--- config.mk ---
export PLATFORM = sky130hd
export DESIGN_NAME = snoop_ctrl_mesi_flat
export DESIGN_NICKNAME = d
export VERILOG_FILES = /design/src/rtl/snoop_ctrl_mesi_if.sv /design/src/rtl/snoop_ctrl_mesi.sv /design/src/flat_wrapper.sv
export SDC_FILE = /design/constraint.sdc
export NUM_CORES = 1
export LEC_CHECK = 0
export BUFFER_PORTS_ARGS = -buffer_cell sky130_fd_sc_hd__buf_2
export CAP_MARGIN = 20
export CORE_MARGIN = 2
export CORE_UTILIZATION = 52
export CTS_CLUSTER_SIZE = 12
export DETAILED_ROUTE_END_ITERATION = 16
export PLACE_DENSITY = 0.79
export SKIP_LAST_GASP = 1
export SYNTH_ARGS = -nofsm -noshare
export SYNTH_HDL_FRONTEND = slang
export SYNTH_SLANG_ARGS = --single-unit
--- constraint.sdc ---
create_clock -name clk -period 2.8 [get_ports clk]
set_input_delay 0.14 -clock clk [delete_from_list [all_inputs] [get_ports clk]]
set_output_delay 0.14 -clock clk [all_outputs]
set_load 0.005 [all_outputs]
--- src/rtl/snoop_ctrl_mesi_if.sv ---
// Snoop-side bundle for the MESI snoop controller: the snoop request handshake,
// the data-array read port, the snoop result, the writeback handshake and the
// processor-side local state write port.
interface snoop_ctrl_mesi_if #(
   parameter int IDX_W  = 2,
   parameter int DATA_W = 8,
   parameter int PID_W  = 2
);
   // snoop request
   logic              snoop_valid;
   logic              snoop_ready;
   logic [2:0]        snoop_op;
   logic [PID_W-1:0]  snoop_proc;
   logic [IDX_W-1:0]  snoop_line;
   // data array read port
   logic [IDX_W-1:0]  rd_line;
   logic [DATA_W-1:0] line_data;
   // snoop result
   logic              snoop_done;
   logic              hit;
   logic              abort_mem;
   logic [DATA_W-1:0] data_out;
   logic [PID_W-1:0]  proc_index;
   // writeback handshake
   logic              wb_valid;
   logic              wb_ready;
   logic [DATA_W-1:0] wb_data;
   // local (processor-side) state write
   logic              loc_we;
   logic [IDX_W-1:0]  loc_line;
   logic [1:0]        loc_state;
   logic              loc_stall;

   // Controller side.
   modport slave (
      input  snoop_valid, snoop_op, snoop_proc, snoop_line, line_data,
             wb_ready, loc_we, loc_line, loc_state,
      output snoop_ready, rd_line, snoop_done, hit, abort_mem, data_out,
             proc_index, wb_valid, wb_data, loc_stall
   );

   // Bus / data array / processor side.
   modport master (
      output snoop_valid, snoop_op, snoop_proc, snoop_line, line_data,
             wb_ready, loc_we, loc_line, loc_state,
      input  snoop_ready, rd_line, snoop_done, hit, abort_mem, data_out,
             proc_index, wb_valid, wb_data, loc_stall
   );
endinterface

--- src/rtl/snoop_ctrl_mesi.sv ---
// MESI snoop controller for one private cache. Tracks the coherence state of
// NUM_LINES lines, serves BusRd/BusRdX/BusUpgr snoops through a valid/ready
// handshake and, on a Modified hit, streams the block out through a writeback
// handshake while telling memory to abort its response.
module snoop_ctrl_mesi #(
   parameter int NUM_LINES = 4,
   parameter int DATA_W    = 8,
   parameter int PID_W     = 2,
   parameter int PROC_ID   = 0
) (
   input  logic             clk,
   input  logic             reset_n,
   snoop_ctrl_mesi_if.slave bus
);
   localparam int IDX_W = $clog2(NUM_LINES);
   localparam logic [PID_W-1:0] OWN_ID = PID_W'(PROC_ID);

   localparam logic [2:0] OP_RD   = 3'b001;
   localparam logic [2:0] OP_RDX  = 3'b010;
   localparam logic [2:0] OP_UPGR = 3'b011;

   typedef enum logic [1:0] {ST_I = 2'b00, ST_S = 2'b01, ST_E = 2'b10, ST_M = 2'b11} mesi_e;
   typedef enum logic [1:0] {IDLE, LOOKUP, WB} fsm_e;

   fsm_e              fsm_q, fsm_d;
   logic [2:0]        op_q;
   logic [PID_W-1:0]  proc_q;
   logic [IDX_W-1:0]  line_q;
   logic [DATA_W-1:0] wb_data_q, wb_data_d;
   logic              hit_q, abort_q;
   logic [DATA_W-1:0] data_q;
   mesi_e             state_q [NUM_LINES];

   logic              accept;
   logic              loc_ok;
   mesi_e             cur_state;
   mesi_e             lk_next;
   logic              lk_hit, lk_abort;
   logic              done, done_hit, done_abort;
   logic [DATA_W-1:0] done_data;
   logic              st_we;

   assign accept    = bus.snoop_valid && bus.snoop_ready;
   assign cur_state = state_q[line_q];
   // A local write may not touch the line a snoop is currently working on.
   assign bus.loc_stall = bus.loc_we && (fsm_q != IDLE) && (bus.loc_line == line_q);
   assign loc_ok        = bus.loc_we && !bus.loc_stall;

   // Coherence table: next state and hit/abort for the latched snoop.
   always_comb begin
      // NOTE: every combinational output gets a default first so no path leaves it unassigned (no latch).
      lk_next  = cur_state;
      lk_hit   = 1'b0;
      lk_abort = 1'b0;
      if (proc_q != OWN_ID) begin
         case (op_q)
            OP_RD: begin
               if (cur_state != ST_I) begin
                  lk_next  = ST_S;
                  lk_hit   = 1'b1;
                  lk_abort = (cur_state == ST_M);
               end
            end
            OP_RDX: begin
               if (cur_state != ST_I) begin
                  lk_next  = ST_I;
                  lk_hit   = 1'b1;
                  lk_abort = (cur_state == ST_M);
               end
            end
            OP_UPGR: begin
               if (cur_state == ST_S) lk_next = ST_I;
            end
            default: ;
         endcase
      end
   end

   // Snoop FSM: next state, completion pulse and state-array write request.
   always_comb begin
      fsm_d      = fsm_q;
      wb_data_d  = wb_data_q;
      done       = 1'b0;
      done_hit   = 1'b0;
      done_abort = 1'b0;
      done_data  = '0;
      st_we      = 1'b0;
      unique case (fsm_q)
         IDLE: begin
            if (accept) fsm_d = LOOKUP;
         end
         LOOKUP: begin
            if (lk_abort) begin
               // Modified hit: capture the block and hand it to the writeback sink.
               fsm_d     = WB;
               wb_data_d = bus.line_data;
            end else begin
               done      = 1'b1;
               done_hit  = lk_hit;
               done_data = lk_hit ? bus.line_data : '0;
               st_we     = 1'b1;
               fsm_d     = IDLE;
            end
         end
         WB: begin
            // The line is locked against local writes here, so lk_next still
            // reflects the M-state transition decided in LOOKUP.
            if (bus.wb_ready) begin
               done       = 1'b1;
               done_hit   = 1'b1;
               done_abort = 1'b1;
               done_data  = wb_data_q;
               st_we      = 1'b1;
               fsm_d      = IDLE;
            end
         end
         default: fsm_d = IDLE;
      endcase
   end

   // Control and snoop-context registers.
   always_ff @(posedge clk or negedge reset_n) begin
      if (!reset_n) begin
         fsm_q     <= IDLE;
         op_q      <= '0;
         proc_q    <= '0;
         line_q    <= '0;
         wb_data_q <= '0;
         hit_q     <= 1'b0;
         abort_q   <= 1'b0;
         data_q    <= '0;
      end else begin
         // NOTE: non-blocking assignments so every register samples pre-edge values.
         fsm_q     <= fsm_d;
         wb_data_q <= wb_data_d;
         if (accept) begin
            op_q   <= bus.snoop_op;
            proc_q <= bus.snoop_proc;
            line_q <= bus.snoop_line;
         end
         if (done) begin
            hit_q   <= done_hit;
            abort_q <= done_abort;
            data_q  <= done_data;
         end
      end
   end

   // Coherence state array; local and snoop writes never target the same line in one cycle.
   always_ff @(posedge clk or negedge reset_n) begin
      if (!reset_n) begin
         // NOTE: the state array is small and must be all-Invalid after reset, so it is reset explicitly.
         for (int i = 0; i < NUM_LINES; i++) state_q[i] <= ST_I;
      end else begin
         if (loc_ok) state_q[bus.loc_line] <= mesi_e'(bus.loc_state);
         if (st_we)  state_q[line_q]       <= lk_next;
      end
   end

   assign bus.snoop_ready = reset_n && (fsm_q == IDLE);
   assign bus.rd_line     = line_q;
   assign bus.proc_index  = proc_q;
   assign bus.snoop_done  = done;
   assign bus.hit         = done ? done_hit   : hit_q;
   assign bus.abort_mem   = done ? done_abort : abort_q;
   assign bus.data_out    = done ? done_data  : data_q;
   assign bus.wb_valid    = (fsm_q == WB);
   assign bus.wb_data     = wb_data_q;
endmodule

--- src/flat_wrapper.sv ---
// flat-port wrapper written by rule: the top's interface ports become plain ports
module snoop_ctrl_mesi_flat 
#(
   parameter int NUM_LINES = 4,
   parameter int DATA_W    = 8,
   parameter int PID_W     = 2,
   parameter int PROC_ID   = 0
)
  (clk, reset_n, bus_snoop_valid, bus_snoop_op, bus_snoop_proc, bus_snoop_line, bus_line_data, bus_wb_ready, bus_loc_we, bus_loc_line, bus_loc_state, bus_snoop_ready, bus_rd_line, bus_snoop_done, bus_hit, bus_abort_mem, bus_data_out, bus_proc_index, bus_wb_valid, bus_wb_data, bus_loc_stall);
  snoop_ctrl_mesi_if #(.IDX_W(2), .DATA_W(DATA_W), .PID_W(PID_W)) bus_i ();
  input  logic clk;
  input  logic reset_n;
  input wire logic [$bits(bus_i.snoop_valid)-1:0] bus_snoop_valid;
  input wire logic [$bits(bus_i.snoop_op)-1:0] bus_snoop_op;
  input wire logic [$bits(bus_i.snoop_proc)-1:0] bus_snoop_proc;
  input wire logic [$bits(bus_i.snoop_line)-1:0] bus_snoop_line;
  input wire logic [$bits(bus_i.line_data)-1:0] bus_line_data;
  input wire logic [$bits(bus_i.wb_ready)-1:0] bus_wb_ready;
  input wire logic [$bits(bus_i.loc_we)-1:0] bus_loc_we;
  input wire logic [$bits(bus_i.loc_line)-1:0] bus_loc_line;
  input wire logic [$bits(bus_i.loc_state)-1:0] bus_loc_state;
  output wire logic [$bits(bus_i.snoop_ready)-1:0] bus_snoop_ready;
  output wire logic [$bits(bus_i.rd_line)-1:0] bus_rd_line;
  output wire logic [$bits(bus_i.snoop_done)-1:0] bus_snoop_done;
  output wire logic [$bits(bus_i.hit)-1:0] bus_hit;
  output wire logic [$bits(bus_i.abort_mem)-1:0] bus_abort_mem;
  output wire logic [$bits(bus_i.data_out)-1:0] bus_data_out;
  output wire logic [$bits(bus_i.proc_index)-1:0] bus_proc_index;
  output wire logic [$bits(bus_i.wb_valid)-1:0] bus_wb_valid;
  output wire logic [$bits(bus_i.wb_data)-1:0] bus_wb_data;
  output wire logic [$bits(bus_i.loc_stall)-1:0] bus_loc_stall;
  assign bus_i.snoop_valid = bus_snoop_valid;
  assign bus_i.snoop_op = bus_snoop_op;
  assign bus_i.snoop_proc = bus_snoop_proc;
  assign bus_i.snoop_line = bus_snoop_line;
  assign bus_i.line_data = bus_line_data;
  assign bus_i.wb_ready = bus_wb_ready;
  assign bus_i.loc_we = bus_loc_we;
  assign bus_i.loc_line = bus_loc_line;
  assign bus_i.loc_state = bus_loc_state;
  assign bus_snoop_ready = bus_i.snoop_ready;
  assign bus_rd_line = bus_i.rd_line;
  assign bus_snoop_done = bus_i.snoop_done;
  assign bus_hit = bus_i.hit;
  assign bus_abort_mem = bus_i.abort_mem;
  assign bus_data_out = bus_i.data_out;
  assign bus_proc_index = bus_i.proc_index;
  assign bus_wb_valid = bus_i.wb_valid;
  assign bus_wb_data = bus_i.wb_data;
  assign bus_loc_stall = bus_i.loc_stall;
  snoop_ctrl_mesi #(.NUM_LINES(NUM_LINES), .DATA_W(DATA_W), .PID_W(PID_W), .PROC_ID(PROC_ID)) u_core (.clk(clk), .reset_n(reset_n), .bus(bus_i));
endmodule
==> metrics, run 1 <==
Seq cells post-synth 35; DRC 0; first-pass GRT wire length 7.56 mm; Vias 1432; unrepaired setup endpoints after global routing no; Die Area 3970 um2; CP arrival 2500 ps; crit share post-route 0.943; vias in the first global route 1521; fraction of layout cells with a size suffix above 1 0.444; Util after Layout 0.672; routed len/inst 18.2 um; maxcap violations 0; Crit path max-delay family multiplexers; area occupied by registers 876 um2; antenna viol nets, final 0; peak per-stage delay on the critical path 600 ps; initial antenna violation count 0; final net count 231; final setup vio count 0; skew final 12.1 ps; Final Critical Period 2640 ps; worst reg2reg path depth 4; GP Congestion 0.839; Antenna Cells 0; router iterations before antenna repair 5; Multi-input gate area 882 um2; total I/O pin count 50; CTS clk-pin slew, worst paths 110 ps; Worst EP required 2660 ps; cell area after layout 2240 um2; syn_area_per_cell 12.6 um2; # clock sinks 35; Distinct cells, synth 32; CP bufs+invs 2; Syn. warnings 0; Cell Area, Synth 1810 um2; initial drt markers 80; setup TNS 0 ps; cells along the critical path mux4_2 > a41o_4 > a21oi_4 > buf_4 > mux2_2 > buf_2; largest net degree at the start of global routing 36; CP Class flop to primary output; Core Rows 21; Remaining Overflow, GRT 0; clock latency on the worst-skew pair 350 ps; die width 63.0 um; deepest clock path buffer count 2; Die Ht 63.0 um; IO Port Bufs 49; count of pins over their slew limit 0; crit path launch type flop; Core ar. 3340 um2; CTS tree done; dpl cell area 2120 um2; H-tree depth 2; Max VDD drop 0.627 mV; max_slew headroom 0.406; DP Wirelength 3.43 mm; WL final 4.57 mm; FILL cells 288; Pleak 1.05 nW; Layout area overhead 23.7%; outcome completed; Hold Crit Class primary input to flop; crit path max fanout 6; hold path depth 2; post-DR vias/cell 5.71; Fmax 379 MHz; Levels on crit path 6; Pwr Density 1150 nW/um2; Worst Setup End Kind primary output; TritonCTS Buffers 5; Total GRT Usage 0.251; Worst-Margin Slew 868 ps; Seq/Total Area, Yosys 0.483; Initial Util 0.543; Root Driver clkbuf_4; Crit-path slowest cell mux4_2; final hold vios 0; syn nets 171; post-cts resize count 0; Gate Count Post-Synth 144
==> synthesized netlist by cell type, drive strengths merged <==
master   count  share of area
a2111oi      1         0.0048
a21o         1         0.0041
a21oi        7          0.026
a31oi        1         0.0035
a32o         8          0.044
a32oi        1         0.0048
a41o         1          0.012
and2         2         0.0069
and3         1         0.0035
buf          4          0.014
dfrtp       35           0.48
ha           3          0.021
inv          8          0.017
mux2        23           0.14
mux2i       17          0.094
mux4         2          0.025
nand2        7          0.014
nand3        3         0.0083
nand3b       2         0.0083
nor2         1         0.0021
nor2b        1         0.0035
nor3         1         0.0028
nor3b        2         0.0083
nor4         1         0.0035
nor4b        1         0.0048
o21ai        4          0.011
o21ba        1         0.0055
o22ai        1         0.0035
xor2         4          0.019
==> cell usage in the layout (no fill, tap or decap), types with 2 or more instances in the layout <==
master,netlist,routed
nand2_1,7,7
clkbuf_4,0,5
buf_4,0,6
o21ai_0,4,4
buf_2,2,49
inv_1,8,8
dlygate4sd3_1,0,2
a21oi_1,6,6
nand3_1,3,3
nor3b_1,2,2
mux4_2,2,2
a32o_1,8,8
ha_1,3,3
nand3b_1,2,2
and2_1,2,2
mux2i_1,17,17
xor2_1,4,4
mux2_2,23,23
dfrtp_1,35,35
==> report_power, final <==
part,leakage [nW],switching [mW],internal (mW)
Combinational,0.568,0.673,0.606
Sequential,0.432,0.169,0.737
Clock,0.0482,0.175,0.211
Total,1.05,1.02,1.55
==> worst paths after layout <==
path / from / slack [ps] / to
max in group asynchronous: reset_n / 2070 / u_core.bus.wb_data[3]$_DFFE_PN0P_
hold reg to reg: u_core.data_q[2]$_DFF_PN0_ / 520 / u_core.data_q[2]$_DFF_PN0_
hold / removal: bus_snoop_op[1] / 20 / u_core.op_q[1]$_DFFE_PN0P_
setup / recovery: u_core.bus.rd_line[0]$_DFFE_PN0P_ / 160 / bus_data_out[4]
min in group asynchronous: reset_n / 410 / u_core.abort_q$_DFF_PN0_
setup reg to reg: u_core.op_q[0]$_DFFE_PN0P_ / 610 / u_core.bus.wb_data[6]$_DFFE_PN0P_
==> worst reg2reg max path, cell delays in order (launching register included) <==
cell     delay (ps)
dfrtp_1         430
xor2_1          290
and3_1          470
nand3_1         470
mux2_2          430
==> metal layers <==
layer / GRT usage / vias up / part of all wire
li1: - / 655 / -
met3: 0.0468 / 11 / 0.058
met1: 0.300 / 707 / 0.41
met2: 0.444 / 59 / 0.51
met5: 0 / - / 0
met4: 0.103 / 0 / 0.021
==> cells by family (layout without fill, tap and decap cells) <==
kind of cell             Yosys count  after routing  synth area share
adder cells (fa/ha/maj)            3              3            0.0207
AO/OA/AOI/OAI                     26             26             0.119
XOR/XNOR                           4              4            0.0193
buffers and inverters             12             73            0.0304
multiplexers                      42             42             0.262
flip-flops                        35             35             0.483
AND/OR/NAND/NOR                   22             22            0.0662
==> cell type report <==
type	instances	area share
Inverter	8	0.0134
Multi-Input combinational cell	97	0.393
Sequential cell	35	0.391
Clock inverter	2	0.0156
Clock buffer	6	0.0229
Timing Repair Buffer	57	0.138
Tap cell	46	0.0257
==> registers in the layout (all words and copies together) (netlist names) <==
| name | count |
|---|---|
| u_core.bus.wb_data | 8 |
| u_core.data_q | 8 |
| u_core.state_q | 8 |
| u_core.op_q | 3 |
| u_core.bus.proc_index | 2 |
| u_core.bus.rd_line | 2 |
| u_core.fsm_q | 2 |
| u_core.abort_q | 1 |
| u_core.hit_q | 1 |
==> metrics by stage <==
step           worst slack (ps)  power [mW]  instances  hold slack, ps
2_1_floorplan               648        1.69        144            -156
3_3_place_gp                539        2.07        239             239
3_5_place_dp                445        2.16        239             245
4_1_cts                    53.5        2.55        249            7.70
5_1_grt                    63.1        2.74        251            5.22
6_report                    161        2.57        251            23.8
==> timing repair <==
action | in CTS | in global routing
setup buffers | 0 | 2
endpoints found under the setup margin | 0 | 8
hold endpoints to repair | 36 | 0
hold buffers | 2 | 0
(Power assumes the default switching activity.)
==> run 2, diff against run 1 <==
MAX_ROUTING_LAYER = met4   (was unset)
RECOVER_POWER = 25   (was unset)
==> run 2 against run 1 <==
  * Non-clock buffer count did not move
  * Largest power group unchanged
  * Fmax fell by 0.14%
  * Total power rose by 0.17%
  * First-iteration DRC count fell by 2.5%
  * The flow now finishes with violations (capacitance limit, slew limit)
==> metrics, run 2 (same netlist as run 1, synthesis figures left out) <==
peak per-stage delay on the critical path 600 ps; DRC 0; Core ar. 3340 um2; Initial Util 0.543; Total GRT Usage 0.259; Worst-Margin Slew 1870 ps; TritonCTS Buffers 5; unrepaired setup endpoints after global routing no; Hold Crit Class primary input to flop; setup TNS 0 ps; commonest non-fill, non-tap cell in the layout buf_2; CP Class flop to primary output; DP Wirelength 3.43 mm; Antenna Cells 0; max_slew headroom -0.246; cells along the critical path mux4_2 > a41o_4 > a21oi_4 > buf_4 > mux2_2 > buf_2; largest net degree at the start of global routing 36; count of pins over their slew limit 36; Tot Pwr 2.58 mW; crit share post-route 0.944; crit path max fanout 6; final net count 231; die width 63.0 um; Crit-path slowest cell mux4_2; worst reg-to-reg setup slack 620 ps; skew final 11.4 ps; Crit path max-delay family multiplexers; Max VDD drop 0.631 mV; deepest clock path buffer count 2; Worst EP required 2660 ps; hold path start bus_snoop_op[1]; Vias 1441; vias in the first global route 1522; worst r2r dst u_core.bus.wb_data[6]$_DFFE_PN0P_; commonest non-fill, non-tap cells in the layout buf_2 (48), dfrtp_1 (35), mux2_2 (23), mux2i_1 (17); CP bufs+invs 2; crit path launch type flop; final setup vio count 0; maxcap violations 1; first-pass GRT wire length 7.58 mm; clock latency on the worst-skew pair 360 ps; failing checks capacitance limit, slew limit; Core Rows 21; outcome finished with violations; CP arrival 2500 ps; Pwr Density 1150 nW/um2; # clock sinks 35; Root Driver clkbuf_4; Die Area 3970 um2; CTS tree done; hold endpoint u_core.op_q[1]$_DFFE_PN0P_; CTS clk-pin slew, worst paths 110 ps; FF-to-FF Start u_core.op_q[0]$_DFFE_PN0P_; H-tree depth 2; router iterations before antenna repair 4; Final Critical Period 2640 ps; Layout area overhead 23.4%; initial drt markers 78; initial antenna violation count 0; final hold vios 0; WL final 4.59 mm; worst reg2reg path depth 4; hold path depth 2; GP Congestion 0.852; antenna viol nets, final 0; total I/O pin count 50; Remaining Overflow, GRT 0; Worst Setup End Kind primary output; IO Port Bufs 49; Fmax 378 MHz; Die Ht 63.0 um; fraction of layout cells with a size suffix above 1 0.434; routed len/inst 18.3 um; post-cts resize count 0; Pleak 1.04 nW; Util after Layout 0.670; post-DR vias/cell 5.74
## run 2: changes by cell type in the layout (fill, tap and decap cells not counted)
cell      before  now
buf_4          6    5
clkbuf_1       0    2
buf_2         49   48
## run 2: stage by stage
stage / hold slack, ps / instances / worst slack, ps / instance area, um2
floorplan: -156 / 144 / 648 / 1810
global placement: 239 / 239 / 539 / 2120
detailed placement: 245 / 239 / 445 / 2120
CTS: 7.70 / 249 / 53.5 / 2230
global route: 5.25 / 251 / 63.1 / 2240
finish: 13.4 / 251 / 157 / 2240
## run 2: worst max path at each step
stage | start | end | slack (ps) | cells after the start
after floorplan | u_core.bus.rd_line[0]$_DFFE_PN0P_ | bus_data_out[0] | 650 | 5
after global placement | u_core.bus.rd_line[0]$_DFFE_PN0P_ | bus_data_out[1] | 540 | 5
after detailed placement | u_core.bus.rd_line[0]$_DFFE_PN0P_ | bus_data_out[5] | 450 | 5
final | u_core.bus.rd_line[0]$_DFFE_PN0P_ | bus_data_out[4] | 160 | 6
after global routing | u_core.bus.rd_line[0]$_DFFE_PN0P_ | bus_data_out[4] | 60 | 6
after CTS | u_core.bus.rd_line[0]$_DFFE_PN0P_ | bus_data_out[5] | 50 | 5
## run 2: routing by layer
metal / part of all wire / wire length, um / up-vias / global-route usage
met5: 0 / 0 / - / -
met4: 0.022 / 99 / 0 / 0.103
met3: 0.052 / 237 / 12 / 0.0450
met2: 0.52 / 2380 / 50 / 0.443
met1: 0.41 / 1870 / 726 / 0.304
li1: - / - / 653 / -
## run 2: area by class of cell
cell class              count  area, um2
multi-input cells          97        882
well taps                  46       57.6
fillers                   290       1100
clock inverters             2       35.0
flip-flops and latches     35        876
repair buffers             57        305
clock buffers               6       51.3
inverters                   8       30.0
## run 2: where the power goes
part | internal [mW] | total [mW] | switching, mW
Clock | 0.211 | 0.391 | 0.180
Combinational | 0.604 | 1.28 | 0.674
Sequential | 0.737 | 0.906 | 0.169
Total | 1.55 | 2.58 | 1.02
## run 2: repair_timing
item	CTS	global route
endpoints found under the setup margin	0	8
endpoints found under the hold margin	36	0
hold buffers	2	0
buffers inserted	0	2
==> run 3, diff against run 2 <==
ABC_AREA = 1   (was unset)
CORE_UTILIZATION = 54   (was 52)
PLACE_DENSITY = 0.88   (was 0.79)
==> run 3 against run 2 <==
  * The run still ends with capacitance limit, slew limit left
  * First-iteration DRC count up 110%
  * Combinational power about the same
  * Die area increased by 13%
  * Critical path type unchanged
  * Critical endpoint is now bus_data_out[5]
==> metrics, run 3 <==
outcome finished with violations; failing checks capacitance limit, slew limit; Cell Area, Synth 2140 um2; vias in the first global route 1788; CTS clk-pin slew, worst paths 70 ps; syn_area_per_cell 7.00 um2; Worst Setup End Kind primary output; final net count 382; unrepaired setup endpoints after global routing no; IO Port Bufs 49; worst reg-to-reg setup slack 830 ps; Post-synth EDFFs 0; most common cell in the netlist nand2_1; initial drt markers 165; ys async rst share 1.00; Worst-Margin Slew 1760 ps; DRC 0; CP Class flop to primary output; Final WS setup 378 ps; commonest non-fill, non-tap cell in the layout nand2_1; router iterations before antenna repair 4; deepest clock path buffer count 2; Util after Layout 0.666; Initial Util 0.571; final setup vio count 0; die width 66.9 um; area occupied by registers 876 um2; worst setup path startpoint u_core.bus.rd_line[0]$_DFFE_PN0P_; Fmax 413 MHz; Multi-input gate area 1100 um2; crit path max fanout 14; pre-CTS setup slack 679 ps; Total GRT Usage 0.244; Core Rows 22; max_slew headroom -0.176; Remaining Overflow, GRT 0; maxcap violations 1; Worst Setup EP bus_data_out[5]; worst reg2reg path depth 11; Post-synth top flop dfrtp_1; Syn. warnings 0; GP Congestion 0.927; final hold vios 0; Layout area overhead 16.7%; fraction of layout cells with a size suffix above 1 0.199; CTS Hold Buffers Added 1; commonest non-fill, non-tap cells in the layout nand2_1 (134), buf_2 (48), dfrtp_1 (35), inv_1 (28), nand3_1 (26); Hold Crit Class primary input to flop; crit share post-route 0.865; Synth top cells by count nand2_1 (134), dfrtp_1 (35), inv_1 (28); Yosys top cell area share 0.410; Distinct cells, synth 25; skew final 6.42 ps; Worst EP required 2660 ps; dpl cell area 2400 um2; largest area contributor in the synthesized netlist dfrtp_1; CP arrival 2280 ps; Antenna Cells 0; Gate Count Post-Synth 305; Die Area 4470 um2; Root Driver clkbuf_8; Seq cells post-synth 35; Die Ht 66.9 um; count of pins over their slew limit 36; FILL cells 326; clock latency on the worst-skew pair 290 ps; Pleak 1.41 nW; Pwr Density 1030 nW/um2; ranking of synthesized cells by area dfrtp_1 (41%), nand2_1 (24%), nand3_1 (6.1%), o21ai_0 (5.4%), inv_1 (4.9%); # clock sinks 35; Seq/Total Area, Yosys 0.410; initial antenna violation count 0; TritonCTS Buffers 5; total I/O pin count 50; post-cts resize count 0; antenna viol nets, final 0; syn nets 332; FF-to-FF Start u_core.bus.rd_line[0]$_DFFE_PN0P_; Tot Pwr 2.58 mW; postcts setup bufs 0; post-DR vias/cell 5.11; worst r2r dst u_core.data_q[5]$_DFF_PN0_; Vias 2065; routed len/inst 11.8 um; largest net degree at the start of global routing 36; cell area after layout 2490 um2; H-tree depth 2; Max VDD drop 0.547 mV; DP Wirelength 3.67 mm; Final Critical Period 2420 ps; WL final 4.78 mm; crit path launch type flop; setup TNS 0 ps; CTS tree done; first-pass GRT wire length 7.84 mm; Core ar. 3740 um2
-- run 3: cell count changes in the layout (fill, tap and decap cells not counted), sizes merged, moves of 15 or more --
cell / delta
nand3: +25
inv: +22
mux2i: -15
nand2: +133
mux2: -23
o21ai: +19
nor2: +22
-- run 3: worst max-delay path: stages (launching register included) --
cell and delay [ps]:
dfrtp_1 660, inv_2 160, nand2_1 90, nand2_1 50, nand2_1 50, nand2_1 140
nand3_4 180, nand3_4 100, nand2_4 170, inv_2 100, nand2_1 80, nand2_1 70
buf_2 130
-- run 3: layout make-up --
type                    instances  share of cell area
multi-input cells             232               0.440
well taps                      48              0.0241
clock inverters                 3             0.00803
flip-flops and latches         35               0.351
inverters                      30              0.0452
repair buffers                 51               0.103
clock buffers                   5              0.0276
-- run 3: kinds of logic after synthesis --
kind of cell	count (synthesis)	synth area share
and+or+nand+nor	200	0.421
AOI/OAI and AO/OA	26	0.0615
buffers and inverters	38	0.0762
xor gates and xnor gates	1	0.00410
muxes	2	0.00937
adders and majority gates	3	0.0176
DFF	35	0.410
-- run 3: through the flow --
| stage | hold WS, ps | instances |
|---|---|---|
| 2_1_floorplan | -156 | 305 |
| 3_3_place_gp | 221 | 395 |
| 3_5_place_dp | 217 | 395 |
| 4_1_cts | 47.7 | 404 |
| 5_1_grt | 58.6 | 404 |
| 6_report | 50.3 | 404 |
-- run 3: where the power goes --
part / internal [mW] / switching (mW) / total [mW]
clock: 0.173 / 0.196 / 0.369
sequential: 0.726 / 0.212 / 0.938
combinational: 0.464 / 0.806 / 1.27
-- run 3: how the worst min path moves through the flow --
stage                    start                                   end  slack (ps)  depth (start not counted)
2_1_floorplan          reset_n              u_core.abort_q$_DFF_PN0_        -160                          0
3_3_place_gp           reset_n  u_core.bus.proc_index[0]$_DFFE_PN0P_         220                          2
3_5_place_dp           reset_n  u_core.bus.proc_index[0]$_DFFE_PN0P_         220                          2
4_1_cts        bus_snoop_op[0]            u_core.op_q[0]$_DFFE_PN0P_          50                          3
5_1_grt        bus_snoop_op[2]            u_core.op_q[2]$_DFFE_PN0P_          60                          3
6_report       bus_snoop_op[0]            u_core.op_q[0]$_DFFE_PN0P_          50                          3
-- run 3: metal layers --
metal  share of wire  vias up  GRT usage  routed length, um
li1                -     1059          -                  -
met1            0.45      930      0.323               2150
met2            0.47       70      0.374               2240
met3           0.069        6     0.0557                332
met4           0.013        0     0.0765                 63
met5               0        -          -                  0
